[src/rtl/gsim_residual_check.sv]
// Residual checker for the Gauss-Seidel solver: captures b and x, then
// streams r = b - A*x for the 16x16 band matrix with max|r| and a pass flag.
module gsim_residual_check #(
  parameter int          N   = 16,
  parameter logic [31:0] TOL = 32'h0000_0100
) (
  input  logic        clk,
  input  logic        reset,
  input  logic        i_in_en,
  input  logic [15:0] i_b_in,
  input  logic        i_out_valid,
  input  logic [31:0] i_x_in,
  output logic        o_r_valid,
  output logic [31:0] o_r_out,
  output logic [3:0]  o_r_idx,
  output logic        o_done,
  output logic [31:0] o_max_abs,
  output logic        o_pass,
  output logic        o_err
);

  typedef enum logic [1:0] {
    S_LOAD_B,
    S_LOAD_X,
    S_CALC
  } state_t;

  state_t r_state;
  state_t w_next;

  logic [15:0] r_b [N];
  logic [31:0] r_x [N];
  logic [3:0]  r_bcnt;
  logic [3:0]  r_xcnt;
  logic [3:0]  r_ccnt;

  logic w_b_acc;
  logic w_x_acc;
  logic w_calc;
  logic w_perr;

  always_ff @(posedge clk or posedge reset) begin
    if (reset) r_state <= S_LOAD_B;
    else       r_state <= w_next;
  end

  always_comb begin
    w_next  = r_state;
    w_b_acc = 1'b0;
    w_x_acc = 1'b0;
    w_calc  = 1'b0;
    w_perr  = 1'b0;
    unique case (r_state)
      S_LOAD_B: begin
        w_b_acc = i_in_en;
        w_perr  = i_out_valid;
        if (i_in_en && r_bcnt == 4'd15) w_next = S_LOAD_X;
      end
      S_LOAD_X: begin
        w_x_acc = i_out_valid;
        w_perr  = i_in_en;
        if (i_out_valid && r_xcnt == 4'd15) w_next = S_CALC;
      end
      S_CALC: begin
        w_calc = 1'b1;
        w_perr = i_in_en | i_out_valid;
        if (r_ccnt == 4'd15) w_next = S_LOAD_B;
      end
      default: w_next = S_LOAD_B;
    endcase
  end

  // x padded with three zeros each side so edge rows need no special case
  logic signed [39:0] w_xp [N+6];
  logic        [4:0]  w_c;
  logic signed [39:0] w_x0;
  logic signed [39:0] w_s1;
  logic signed [39:0] w_s2;
  logic signed [39:0] w_s3;
  logic signed [39:0] w_ax;
  logic signed [39:0] w_bb;
  logic signed [39:0] w_acc;
  logic        [15:0] w_bc;
  logic               w_hi;
  logic               w_lo;
  logic        [31:0] w_sat;
  logic        [31:0] w_abs;

  always_comb begin
    for (int k = 0; k < N + 6; k++) w_xp[k] = '0;
    for (int k = 0; k < N; k++)
      w_xp[k+3] = {{8{r_x[k][31]}}, r_x[k]};
  end

  always_comb begin
    w_c  = {1'b0, r_ccnt};
    w_x0 = w_xp[w_c + 5'd3];
    w_s1 = w_xp[w_c + 5'd2] + w_xp[w_c + 5'd4];
    w_s2 = w_xp[w_c + 5'd1] + w_xp[w_c + 5'd5];
    w_s3 = w_xp[w_c]        + w_xp[w_c + 5'd6];
    w_ax = (w_x0 <<< 4) + (w_x0 <<< 2)
         - ((w_s1 <<< 3) + (w_s1 <<< 2) + w_s1)
         + (w_s2 <<< 2) + (w_s2 <<< 1)
         - w_s3;
    w_bc  = r_b[r_ccnt];
    w_bb  = {{8{w_bc[15]}}, w_bc, 16'h0000};
    w_acc = w_bb - w_ax;
    w_hi  = !w_acc[39] && (|w_acc[38:31]);
    w_lo  = w_acc[39] && !(&w_acc[38:31]);
    if (w_hi)      w_sat = 32'h7FFF_FFFF;
    else if (w_lo) w_sat = 32'h8000_0000;
    else           w_sat = w_acc[31:0];
    if (!w_sat[31])                  w_abs = w_sat;
    else if (w_sat == 32'h8000_0000) w_abs = 32'h7FFF_FFFF;
    else                             w_abs = -w_sat;
  end

  always_ff @(posedge clk or posedge reset) begin
    if (reset) begin
      for (int k = 0; k < N; k++) begin
        r_b[k] <= '0;
        r_x[k] <= '0;
      end
      r_bcnt    <= '0;
      r_xcnt    <= '0;
      r_ccnt    <= '0;
      o_r_valid <= 1'b0;
      o_r_out   <= '0;
      o_r_idx   <= '0;
      o_done    <= 1'b0;
      o_max_abs <= '0;
      o_pass    <= 1'b0;
      o_err     <= 1'b0;
    end else begin
      o_r_valid <= w_calc;
      o_done    <= o_r_valid && o_r_idx == 4'd15;
      if (o_r_valid && o_r_idx == 4'd15)
        o_pass <= o_max_abs <= TOL;
      if (w_calc) begin
        o_r_out <= w_sat;
        o_r_idx <= r_ccnt;
        r_ccnt  <= r_ccnt + 4'd1;
        if (w_abs > o_max_abs) o_max_abs <= w_abs;
      end
      if (w_x_acc) begin
        r_x[r_xcnt] <= i_x_in;
        r_xcnt      <= r_xcnt + 4'd1;
      end
      // a new problem's first b wipes the previous verdict
      if (w_b_acc) begin
        r_b[r_bcnt] <= i_b_in;
        r_bcnt      <= r_bcnt + 4'd1;
        if (r_bcnt == 4'd0) begin
          o_max_abs <= '0;
          o_pass    <= 1'b0;
        end
      end
      if (w_perr) o_err <= 1'b1;
    end
  end

endmodule

[config.mk]
export PLATFORM = sky130hd
export DESIGN_NAME = gsim_residual_check
export DESIGN_NICKNAME = d
export VERILOG_FILES = /design/src/rtl/gsim_residual_check.sv
export SDC_FILE = /design/constraint.sdc
export NUM_CORES = 2
export LEC_CHECK = 0
export ABC_AREA = 1
export CORE_MARGIN = 2
export CORE_UTILIZATION = 45
export DETAILED_ROUTE_END_ITERATION = 8
export DONT_BUFFER_PORTS = 1
export PLACE_DENSITY = 0.61
export SYNTH_ARGS = -nofsm -noshare
export SYNTH_HDL_FRONTEND = slang
export SYNTH_SLANG_ARGS = --single-unit
[constraint.sdc]
create_clock -name clk -period 76.2 [get_ports clk]
set_input_delay 15.24 -clock clk [delete_from_list [all_inputs] [get_ports clk]]
set_output_delay 15.24 -clock clk [all_outputs]
set_load 0.05 [all_outputs]
==> results.md <==
- Status: complete, no violations
- Main synth FF type: dfrtp_1
- Clock tree buffer depth: 3
- Final worst-path cycle share: 23.5%
- Top cells by area in the synthesized netlist: dfrtp_1, nand2_1, o21ai_0
- Part of the Yosys area used for sequential elements: 31.5%
- Post-CTS Setup Bufs: 0
- WP buf/inv: 18
- Gr ovfl total: 0
- Critical Path AT: 18.52 ns
- H-tree depth: 3
- Least-Margin Pin Slew: 1.33 ns
- Crit end category: register
- Post-Syn Nets: 10200
- Starting Density: 45.3%
- Number of synthesized register bits: 854
- CTS tree: yes
- Post-CTS sizing: 0
- Crit path launch: r_ccnt[1]
- Nets@finish: 9762
- Yosys top cell by area: dfrtp_1
- Reg2reg path depth: 68
- Final wirelength: 269 mm
- Fill count: 14900
- Vias per inst: 5.94
- CTS Buf Count: 104
- Routed Antenna Nets: 0
- Kind of critical path: register to register
- Asr flop ratio synth: 100%
- Worst path required time: 76.81 ns
- Clk slew on worst S/H paths: 0.06 ns
- Total Negative Setup Slacks: 0 ns
- Synth warnings: 0
- CTS Sinks: 854
- Max Clock Skew: 0.0837 ns
- Maximum clock frequency: 55.8 MHz
- WP depth: 68
- Initial antenna violation count: 10
- Worst skew pair latency: 0.78 ns
- Startpoint types: register
- Vias in the first global route: 63200
- Cell count after placement: 11200
- Dpl hpwl: 173 mm
- RSZ-0062 raised after global routing: no
- Drt wl/cell: 23.7 um
- Num rows: 142
- Number of port buffers: 0
- HP Class: register to register
- Pin count of the biggest net entering global routing: 189
- Crit Path Max Fanout: 164
- Drt first-iter violations: 8544
- Top-area cell type share of the netlist area: 31.5%
- Worst reg2reg endpoint: o_max_abs[18]
- R2r setup slk: 58.29 ns
- Post-route insts no fill: 11400
- Die H: 392 um
- I/O pin count: 124
- DRC: 0
- Critical Path Max Stage Delay: 0.82 ns
- Gpl congestion: 0.997
- Final Hold Fails: 0
- DIE AREA: 0.154 mm^2
- Share of layout cells above drive strength 1: 4.15%
- Die width: 392 um
- Most frequent cells in the layout: nand2_1, o21ai_0, inv_1
- First-pass GRT wire length: 400 mm
- Synthesized instance count: 9734
- Routed vias: 67600
- Final setup violating endpoints: 0
- Area of the core: 0.150 mm^2
- EDFF count, synth: 0
- CP max stage cell: dfrtp_4
- CTS Hold Buffers Added: 0
- Syn Area/Cell: 6.98 um^2
- Commonest non-fill, non-tap cell in the layout: nand2_1
- Slew headroom: 11.3%
- Reg2reg start: r_ccnt[1]
- Clock tree root driver cell: clkbuf_16
- Max-cap violations: 0
- Distinct cells, synth: 60
- Largest delay share family, worst path: buffers and inverters
- Worst Hold Depth: 2
- GRT Total Usage: 34.5%
- Final min period: 17.91 ns
- Area Overhead vs Synth: 7.00%
- CP Capture Point: o_max_abs[18]
- Fin. max-slew vios: 0
- DR pass1 iterations: 6
- Cell Area, Synth: 0.0679 mm^2
==> routing by layer <==
| layer | vias up | global-route usage [%] | share of wire, % | wire [um] |
|---|---|---|---|---|
| li1 | 31200 | - | - | - |
| met1 | 32000 | 47.2 | 41 | 111000 |
| met2 | 3654 | 52.2 | 43 | 115000 |
| met3 | 743 | 7.19 | 11 | 29300 |
| met4 | 4 | 15.8 | 5.1 | 13700 |
| met5 | - | 0 | 0.0097 | 26 |
==> state kept, by name, indices dropped and copies added, names as in the netlist <==
name	cells
r_x	512
r_b	256
o_max_abs	32
o_r_out	32
o_r_idx	4
r_bcnt	4
r_ccnt	4
r_xcnt	4
r_state	2
o_done	1
o_err	1
o_pass	1
o_r_valid	1
==> layout make-up <==
type | count | area (um^2) | share of cell area [%]
Multi-Input combinational cell | 7147 | 40300 | 55.4
Tap cell | 2016 | 2520 | 3.47
Clock buffer | 150 | 3030 | 4.16
Inverter | 1042 | 3950 | 5.44
Antenna cell | 7 | 17.5 | 0.0241
Timing Repair Buffer | 114 | 943 | 1.30
Clock inverter | 40 | 542 | 0.746
Sequential cell | 854 | 21400 | 29.4
==> stage by stage <==
step / utilization [%] / worst slack, ns / instance area [um^2] / hold WS [ns]
2_1_floorplan: - / 36.96 / 67900 / 0.445
3_3_place_gp: 46.1 / 57.75 / 69100 / 0.461
3_5_place_dp: 46.1 / 57.68 / 69100 / 0.473
4_1_cts: 48.5 / 58.50 / 72600 / 0.487
5_1_grt: 48.5 / 57.00 / 72600 / 0.501
6_report: 48.5 / 58.29 / 72700 / 0.483
==> synth_stat cells, types with 22 or more instances <==
cell / number
mux2i_1: 92
nor2_1: 579
nand2_1: 2468
dfrtp_1: 854
nor4_1: 34
o21ai_0: 1779
fa_1: 271
xor2_1: 83
nor3_1: 46
a21oi_1: 576
xnor2_1: 41
o221ai_1: 74
inv_1: 1004
nand3_1: 448
clkinv_1: 25
clkbuf_1: 586
a31oi_1: 60
nand4_1: 29
ha_1: 176
buf_1: 80
a32o_1: 36
o211ai_1: 117
o2111ai_1: 22
==> cell families after synthesis <==
kind of cell,synth area share [%]
AO/OA/AOI/OAI,22.9
AND/OR/NAND/NOR,21.6
buffers and inverters,9.71
adder cells (fa/ha/maj),11.2
XOR/XNOR,1.62
flip-flops,31.5
multiplexers,1.36
==> worst register-to-register path: cells and delay by family, from the launching register on <==
| kind | cells | cell delay [ns] |
|---|---|---|
| buf+inv | 18 | 5.77 |
| fa+ha+maj | 10 | 4.33 |
| xor+xnor | 1 | 0.28 |
| flops | 1 | 0.82 |
| compound gates | 15 | 3.08 |
| simple gates | 24 | 3.54 |
==> worst min-delay path by stage <==
stage | startpoint | end | slack [ns]
6_report | r_b[196] | r_b[196] | 0.48
3_5_place_dp | r_x[443] | r_x[443] | 0.47
3_3_place_gp | r_b[255] | r_b[255] | 0.46
4_1_cts | r_x[443] | r_x[443] | 0.49
5_1_grt | r_b[212] | r_b[212] | 0.50
2_1_floorplan | r_b[255] | r_b[255] | 0.45
Power is not shown: default switching activity piles up to over one toggle a cycle in this logic, so the estimate is an artifact.
